### src/rtl/player_spd.sv
// Per-frame player velocity stage: run acceleration, gravity, buffered/coyote jump
// and dash steering. Produces the speed the position integrator consumes next cycle.
package player_spd_pkg;
  typedef struct packed {
    logic signed [31:0] x;
    logic signed [31:0] y;
  } vec2d;
endpackage

module player_spd
  import player_spd_pkg::*;
#(
  parameter logic signed [31:0] MAXRUN       = 32'sh0001_0000,
  parameter logic signed [31:0] ACC_GND      = 32'sh0000_9999,
  parameter logic signed [31:0] ACC_AIR      = 32'sh0000_6666,
  parameter logic signed [31:0] DECEL        = 32'sh0000_2666,
  parameter logic signed [31:0] MAXFALL      = 32'sh0002_0000,
  parameter logic signed [31:0] GRAV         = 32'sh0000_35C2,
  parameter logic signed [31:0] JUMP_SPD     = 32'shFFFE_0000,
  parameter logic signed [31:0] DASH_FULL    = 32'sh0005_0000,
  parameter logic signed [31:0] DASH_DIAG    = 32'sh0003_8918,
  parameter int unsigned        DASH_FRAMES  = 4,
  parameter int unsigned        BUF_FRAMES   = 4,
  parameter int unsigned        GRACE_FRAMES = 6
) (
  input  logic       clk_i,
  input  logic       rst_i,
  input  logic       frame_tick_i,
  input  logic [5:0] btn_i,
  input  logic       on_ground_i,
  input  vec2d       spd_i,
  output vec2d       spd_o,
  output logic       spd_valid_o,
  output logic       dashing_o,
  output logic       djump_o,
  output logic       facing_o
);

  localparam logic signed [31:0] DT_FULL   = 32'sh0002_0000;
  localparam logic signed [31:0] DT_UPDIAG = 32'sh0001_8000;
  localparam logic signed [31:0] STEER     = 32'sh0001_8000;
  localparam logic signed [31:0] SLOW_BAND = 32'sh0000_2666;

  // |v| with the most negative value saturating instead of wrapping
  function automatic logic signed [31:0] sat_abs(input logic signed [31:0] v);
    if (v == 32'sh8000_0000) return 32'sh7FFF_FFFF;
    else if (v < 0)          return -v;
    else                     return v;
  endfunction

  // Move v toward t by step a (a >= 0), never passing t; 33-bit math avoids wrap
  function automatic logic signed [31:0] appr(input logic signed [31:0] v,
                                              input logic signed [31:0] t,
                                              input logic signed [31:0] a);
    logic signed [32:0] r;
    logic signed [32:0] t33;
    t33 = $signed({t[31], t});
    if (v < t) begin
      r = $signed({v[31], v}) + $signed({a[31], a});
      if (r > t33) return t;
      else         return r[31:0];
    end else if (v > t) begin
      r = $signed({v[31], v}) - $signed({a[31], a});
      if (r < t33) return t;
      else         return r[31:0];
    end else begin
      return t;
    end
  endfunction

  vec2d               spd_q, spd_d;
  logic               valid_q, valid_d;
  logic [2:0]         dash_t_q, dash_t_d;
  logic [2:0]         grace_q, grace_d;
  logic [2:0]         jbuf_q, jbuf_d;
  logic               djump_q, djump_d;
  logic               facing_q, facing_d;
  logic               jump_prev_q, jump_prev_d;
  logic               dash_prev_q, dash_prev_d;
  logic signed [31:0] dtx_q, dtx_d;
  logic signed [31:0] dty_q, dty_d;

  vec2d               s;
  logic               jump_press, dash_press;
  logic               dir_r, dir_l, dir_u, dir_d, has_x, has_y;
  logic signed [31:0] in_tgt, acc, grav, mag;

  always_comb begin
    spd_d       = spd_q;
    valid_d     = frame_tick_i;
    dash_t_d    = dash_t_q;
    grace_d     = grace_q;
    jbuf_d      = jbuf_q;
    djump_d     = djump_q;
    facing_d    = facing_q;
    jump_prev_d = jump_prev_q;
    dash_prev_d = dash_prev_q;
    dtx_d       = dtx_q;
    dty_d       = dty_q;
    s           = spd_i;
    jump_press  = btn_i[4] & ~jump_prev_q;
    dash_press  = btn_i[5] & ~dash_prev_q;
    dir_r       = btn_i[1] & ~btn_i[0];
    dir_l       = btn_i[0] & ~btn_i[1];
    dir_d       = btn_i[3] & ~btn_i[2];
    dir_u       = btn_i[2] & ~btn_i[3];
    has_x       = 1'b0;
    has_y       = 1'b0;
    in_tgt      = '0;
    acc         = '0;
    grav        = '0;
    mag         = '0;

    if (frame_tick_i) begin
      jump_prev_d = btn_i[4];
      dash_prev_d = btn_i[5];

      if (on_ground_i) begin
        grace_d = 3'(GRACE_FRAMES);
        djump_d = 1'b1;
      end else if (grace_q != 3'd0) begin
        grace_d = grace_q - 3'd1;
      end

      if (jump_press)              jbuf_d = 3'(BUF_FRAMES);
      else if (jbuf_q != 3'd0)     jbuf_d = jbuf_q - 3'd1;

      if (dir_r) facing_d = 1'b0;
      if (dir_l) facing_d = 1'b1;

      if (dash_t_q != 3'd0) begin
        dash_t_d = dash_t_q - 3'd1;
        s.x = appr(s.x, dtx_q, STEER);
        s.y = appr(s.y, dty_q, STEER);
      end else begin
        in_tgt = dir_r ? MAXRUN : (dir_l ? -MAXRUN : 32'sh0);
        acc    = on_ground_i ? ACC_GND : ACC_AIR;
        if (sat_abs(s.x) > MAXRUN) s.x = appr(s.x, (s.x < 0) ? -MAXRUN : MAXRUN, DECEL);
        else                       s.x = appr(s.x, in_tgt, acc);

        grav = (sat_abs(s.y) <= SLOW_BAND) ? (GRAV >>> 1) : GRAV;
        if (!on_ground_i) s.y = appr(s.y, MAXFALL, grav);

        if ((jbuf_d != 3'd0) && (grace_d != 3'd0)) begin
          s.y     = JUMP_SPD;
          jbuf_d  = 3'd0;
          grace_d = 3'd0;
        end else if (dash_press && djump_d) begin
          // No arrow held: dash horizontally in the facing direction
          if (!(dir_r | dir_l | dir_u | dir_d)) begin
            dir_r = ~facing_d;
            dir_l = facing_d;
          end
          has_x = dir_r | dir_l;
          has_y = dir_u | dir_d;
          mag   = (has_x && has_y) ? DASH_DIAG : DASH_FULL;
          s.x   = dir_r ? mag : (dir_l ? -mag : 32'sh0);
          s.y   = dir_d ? mag : (dir_u ? -mag : 32'sh0);
          dtx_d = dir_r ? DT_FULL : (dir_l ? -DT_FULL : 32'sh0);
          dty_d = dir_d ? DT_FULL : (dir_u ? (has_x ? -DT_UPDIAG : -DT_FULL) : 32'sh0);
          djump_d  = 1'b0;
          dash_t_d = 3'(DASH_FRAMES);
          jbuf_d   = 3'd0;
        end
      end
      spd_d = s;
    end
  end

  always_ff @(posedge clk_i) begin
    if (rst_i) begin
      spd_q       <= '0;
      valid_q     <= 1'b0;
      dash_t_q    <= 3'd0;
      grace_q     <= 3'd0;
      jbuf_q      <= 3'd0;
      djump_q     <= 1'b1;
      facing_q    <= 1'b0;
      jump_prev_q <= 1'b0;
      dash_prev_q <= 1'b0;
    end else begin
      spd_q       <= spd_d;
      valid_q     <= valid_d;
      dash_t_q    <= dash_t_d;
      grace_q     <= grace_d;
      jbuf_q      <= jbuf_d;
      djump_q     <= djump_d;
      facing_q    <= facing_d;
      jump_prev_q <= jump_prev_d;
      dash_prev_q <= dash_prev_d;
    end
  end

  // Dash targets are only read while the dash timer is running
  always_ff @(posedge clk_i) begin
    dtx_q <= dtx_d;
    dty_q <= dty_d;
  end

  assign spd_o       = spd_q;
  assign spd_valid_o = valid_q;
  assign dashing_o   = (dash_t_q != 3'd0);
  assign djump_o     = djump_q;
  assign facing_o    = facing_q;

endmodule

### config.mk
export PLATFORM = sky130hd
export DESIGN_NAME = player_spd
export DESIGN_NICKNAME = d
export VERILOG_FILES = /design/src/rtl/player_spd.sv
export SDC_FILE = /design/constraint.sdc
export NUM_CORES = 1
export LEC_CHECK = 0
export BUFFER_PORTS_ARGS = -buffer_cell sky130_fd_sc_hd__buf_2
export CORE_ASPECT_RATIO = 0.5
export CORE_MARGIN = 3
export CORE_UTILIZATION = 50
export CTS_CLUSTER_DIAMETER = 120
export DETAILED_ROUTE_END_ITERATION = 12
export PLACE_DENSITY = 0.77
export SLEW_MARGIN = 20
export SYNTH_ARGS = -nofsm -noshare
export SYNTH_HDL_FRONTEND = slang
export SYNTH_SLANG_ARGS = --single-unit
### constraint.sdc
create_clock -name clk_i -period 8.9 [get_ports clk_i]
set_input_delay 1.78 -clock clk_i [delete_from_list [all_inputs] [get_ports clk_i]]
set_output_delay 1.78 -clock clk_i [all_outputs]
set_load 0.02 [all_outputs]
Yosys cells after proc, flatten, opt, wreduce, memory -nomap -nowiden:

Cells that the tools add are included.

* bits in registers: 129
* input port bits: 74
* output and inout port bits: 68

* add/subtract/negate cells: 16
* magnitude comparators: 24
* eq/ne operators: 3
* multiplexer cells: 79
* bitwise operators: 21
* reduce and logical (&&, ||, !) cells: 12

Operators with widths (number)
* $mux 32: 40
* $mux 64: 2
* $gt 33x32->1: 3
* $lt 33x32->1: 3
* $gt 32x32->1: 3
* $lt 32x32->1: 3
* $add 32x18->33 const B: 2
* $sub 32x18->33 const B: 2
* $eq 32x32->1 const B: 2
* $lt 32x1->1 const B: 2
* $neg 32->32: 2
* $mux 3: 14
* $add 32x15->33: 1
* $add 32x15->33 const B: 1
* $add 32x17->33: 1
* $gt 33x19->1: 1
* $gt 33x19->1 const B: 1
* $lt 33x19->1: 1
* $lt 33x19->1 const B: 1
* $sub 32x15->33: 1
* $sub 32x15->33 const B: 1
* $sub 32x17->33: 1
* $gt 32x18->1 const B: 1
* $gt 32x19->1: 1
* other kinds (21): 65

Longest topological paths before layout:

* depth in word-level cells: 20
* gate-level depth with buffers: 29
* gate-level depth less buffers: 26

Worst setup path after synthesis:

No wires, ideal clock.

* kind: input port to flip-flop
* start: input port on_ground_i
* end: register spd_q (netlist bit spd_o[63])
* library setup time: 0.125 ns
* arrival time: 7.818 ns
* required time: 8.775 ns
* slack: 0.957 ns
* stages on the path: 28
* cell sequence: clkbuf_1 > inv_1 > clkbuf_1 > ha_1 > buf_2 > nor2b_1 > o21ai_0 > nand4_1 > a21oi_1 > a21oi_1 > o21ai_0 > nand4_1 > nor2_1 > xnor2_1 > ha_1 > nand3_1 > nor2_1 > and4_1 > nand3_1 > or4_1 > or4_4 > o21ai_1 > and2_1 > buf_4 > buf_4 > o31ai_1 > a221oi_1 > o21ai_1

* cells in the longest elaborated chain, start to end: 10
* elaborated cells between the ends (all ways): 20
* classes of those cells: 2 x add/sub; 2 x order compare; 13 x mux; 3 x reduce/logical

RTL lines
* from (decl): line 30 `input logic on_ground_i,`
* $mux 16: line 137 `acc = on_ground_i ? ACC_GND : ACC_AIR;`
* $sub 32x17->33: line 63 `r = $signed({v[31], v}) - $signed({a[31], a});`
* $lt 33x32->1: line 64 `if (r < t33) return t;`
* $mux 32: line 64
* $mux 32: line 62 `end else if (v > t) begin`
* $mux 32: line 58 `if (v < t) begin`
* $mux 32: line 138 `if (sat_abs(s.x) > MAXRUN) s.x = appr(s.x, (s.x < 0) ? -MAXRUN : MAXRUN, DECEL);`
* $mux 64: line 148 `end else if (dash_press && djump_d) begin`
* $mux 32 *: line 144 `if ((jbuf_d != 3'd0) && (grace_d != 3'd0)) begin`
* $mux 64 *: line 131 `if (dash_t_q != 3'd0) begin`
* to (signal assigned): line 182 `spd_q <= spd_d;`
* to (decl): line 71 `vec2d spd_q, spd_d;`

Every way passes the cells marked *; elsewhere a longest branch is shown, timed or not. The select of a mux whose other input is x is not followed.
A chain may end at the register's enable or synchronous reset.

Worst setup path in the final report:

* start: input port spd_i[18] in the netlist's numbering
* end: register spd_q (netlist bit spd_o[6])

* cells in the longest elaborated chain, start to end: 16
* elaborated cells between the ends (all ways): 33
* classes of those cells: 5 x add/sub; 10 x order compare; 1 x eq/ne; 17 x mux

RTL lines
* from (decl): line 31 `input vec2d spd_i,`
* $neg 32->32 or $lt 32x1->1 (tied branches): line 47 `else if (v < 0) return -v;`
* $mux 32: line 47
* $mux 32: line 46 `if (v == 32'sh8000_0000) return 32'sh7FFF_FFFF;`
* $mux 32: line 131
* $mux 32: line 114 `if (frame_tick_i) begin`
* $le 32x15->1: line 141 `grav = (sat_abs(s.y) <= SLOW_BAND) ? (GRAV >>> 1) : GRAV;`
* $mux 14: line 141
* $sub 32x15->33: line 63
* $lt 33x19->1: line 64
* $mux 32: line 64
* $mux 32: line 62
* $mux 32: line 58
* $mux 32: line 142 `if (!on_ground_i) s.y = appr(s.y, MAXFALL, grav);`
* $mux 64: line 148
* $mux 32: line 144
* $mux 64 *: line 131

Marked as above.

==> reports/metrics.yaml <==
status:
  status: "complete, no violations"
power_and_ir_drop:
  leakage_nw: 8.65
  vdd_drop_max_mv: 0.0971
  p_per_area_mw_per_mm2: 111
finish:
  layout_common_cells: "ha_1, nor2_1, nand2_1"
  syn_to_final_growth_pct: 8.18
  drive_gt1_share_pct: 11.3
  mostFrequentLayoutCell: "ha_1"
  fin_nets: 3138
clock_network:
  tritoncts: "yes"
  cts_htree_levels: 3
  clock_path_buffers: 2
  clockRootBuffer: "clkbuf_16"
  post-cts-setup-buffers: 0
  ctsHoldBuffers: 0
  cts_buffers: 9
  cts_sinks: 83
  cts.repair.resized: 0
  clkLatencyLatePin_ps: 360
  clkTransAtPathRegs_ps: 80
synthesis:
  synthCells: 2738
  ys_seq_elements: 83
  ys_async_sr_fraction_pct: 0
  ys_warn_count: 0
  synth_area_leader_cell: "ha_1"
  synth_top_area_share_pct: 17.1
  syn-cell-area_sq_mm: 0.0194
  ys_seq_area_share_pct: 8.82
  synth.area.top_cells: "ha_1, dfxtp_1, xnor2_1, nor2_1, a21oi_1"
  synth.distinct_cells: 103
  synth_flop_cell: "dfxtp_1"
  synth_edf_count: 5
  avgSynthCellArea_sq_um: 7.09
  syn_nets: 3081
timing:
  relSlewSlack_pct: 33.3
  setup_viol: 0
  fmax_ghz: 0.118
  tightest_slew_ps: 1000
  hold_viol: 0
  slew_violations: 0
  finalSetupTns_ps: 0
  fin_ws_ps: 422
  fin_crit_ps: 8480
  rsz0062_at_grt: "no"
  skew_ps: 13.0
  fin_crit_sh_pct: 95.3
drt:
  drc_errors: 0
  vias: 23404
  final_antenna_net_count: 0
  wl_microns: 81600
  vias_per_cell: 7.05
  dr.first_iter.drc_count: 3478
  firstDrtPassIters: 9
  drt-wirelength-per-cell_microns: 24.6
worst_setup_path:
  cp_slowest_cell: "nor4_1"
  ff2ff_path_depth: 14
  crit_path_start_kind: "input pin"
  critPathMaxFanout: 18
  r2r-start: "dtx_q[30]"
  crit_type: "input pin to flop"
  cp_num_buf_inv: 1
  r2r_slack_ps: 4720
  required_ps: 9200
  r2r_end: "spd_o[52]"
  cp_top_family: "simple AND/OR/NAND/NOR gates"
  slowest_delay_ps: 740
  cp-end-kind: "flop"
  worstPathArrival_ps: 8780
die:
  start_util_pct: 51.3
  die_y_microns: 145
  die_w_microns: 285
  placementRows: 50
  core_sq_mm: 0.0378
  die-area_sq_mm: 0.0413
  io_pins: 142
placed_design:
  dpl.hpwl_microns: 61700
  place_congestion: 1.10
  place_ws_ps: 254
  io_buffers: 141
grt:
  grt_antenna_before_repair: 1
  grt_pass1_vias: 21304
  grt_pass1_wl_microns: 125000
  grt_max_degree: 49
  grtUsageTotal_pct: 37.4
  grt-ovfl-total: 0
min_path:
  min_path_cells: 2
  min-delay-start: "spd_o[4]"
  min_to: "spd_o[4]"
  min_path_type: "flop to flop"
flow_run:
  cap_violations: 0
## synthesized netlist by cell type (all sizes together), types with 11 or more instances
| master | instances |
|---|---|
| a211o | 15 |
| clkbuf | 126 |
| o311ai | 11 |
| a221oi | 23 |
| buf | 50 |
| a31o | 13 |
| and2 | 27 |
| or4 | 17 |
| xor2 | 60 |
| o211ai | 39 |
| or2 | 21 |
| a21oi | 194 |
| a31oi | 36 |
| a211oi | 29 |
| nand2 | 223 |
| nand4 | 69 |
| o31ai | 30 |
| o221ai | 34 |
| a2111oi | 21 |
| nand2b | 37 |
| o21ai | 130 |
| nor4 | 47 |
| o41ai | 12 |
| o22ai | 24 |
| dfxtp | 78 |
| a311oi | 20 |
| nor2b | 38 |
| nor3 | 85 |
| nor2 | 261 |
| a21boi | 11 |
| o21bai | 13 |
| xnor2 | 118 |
| inv | 105 |
| a21o | 62 |
| o21a | 25 |
| a22oi | 17 |
| mux2i | 13 |
| ha | 265 |
| and3 | 36 |
| a221o | 19 |
| or3 | 21 |
| nand3 | 97 |
| o2111ai | 11 |
## layer usage
layer	up-vias	global-route usage, %	wire (microns)
li1	10512	-	-
met1	10927	49.7	32600
met2	1639	56.2	34400
met3	324	10.5	10800
met4	2	16.0	3750
met5	-	0	13
## flip-flops by register name, summed over array words and instances, names as in the netlist
register,count
dash_prev_q,1
dash_t_q,3
djump_o,1
dtx_q,2
dty_q,3
facing_o,1
grace_q,3
jbuf_q,3
jump_prev_q,1
spd_o,64
spd_valid_o,1
## cell type report
| type | instances | area [sq um] |
|---|---|---|
| Antenna cell | 1 | 2.50 |
| Clock buffer | 10 | 239 |
| Clock inverter | 6 | 72.6 |
| Fill cell | 3692 | 16900 |
| Inverter | 111 | 417 |
| Multi-Input combinational cell | 2368 | 16600 |
| Sequential cell | 83 | 1710 |
| Tap cell | 520 | 651 |
| Timing Repair Buffer | 222 | 1330 |
## worst reg2reg max path: stages, from the launching register on
cell and delay, ps:
edfxtp_1 450, inv_1 80, buf_4 440, ha_1 360
and3_1 200, o21a_1 100, o311a_1 290, o211ai_1 190
a211o_1 410, nand3_1 220, buf_4 250, a31oi_1 420
o221ai_1 280, a22oi_1 240, o32ai_2 110
## worst max-delay path by stage
stage | startpoint | end | slack, ps | cells past startpoint
after floorplan | on_ground_i | spd_o[63] | 960 | 28
after global placement | spd_i[18] | spd_o[30] | 430 | 25
after detailed placement | spd_i[18] | spd_o[6] | 250 | 25
after CTS | spd_i[18] | spd_o[6] | 600 | 25
after global routing | spd_i[18] | spd_o[6] | 10 | 25
final | spd_i[18] | spd_o[6] | 420 | 25
## logic make-up after synthesis
family          share of synthesized area, %
simple gates                            26.6
compound gates                          32.2
buf+inv                                 5.86
fa+ha+maj                               17.5
xor+xnor                                8.04
flops                                   8.82
mux                                    0.961
## power by group
part           switching [mW]  internal (mW)  total (mW)
Sequential             0.0499          0.431       0.481
Combinational           0.955          0.485        1.44
Clock                   0.184          0.229       0.413
## through the flow
step                      utilization (%)  area, sq um  hold WS (ps)  power (mW)  cells
after CTS                            55.4        21000           474        2.27   3320
after floorplan                         -        19400           458        1.41   2738
after global placement               54.6        20700           453        1.85   3304
after detailed placement             54.6        20700           451        1.86   3304
final                                55.5        21000           476        2.33   3321
after global routing                 55.5        21000           492        2.45   3320
No activity file was read; power rests on OpenSTA's default activity.
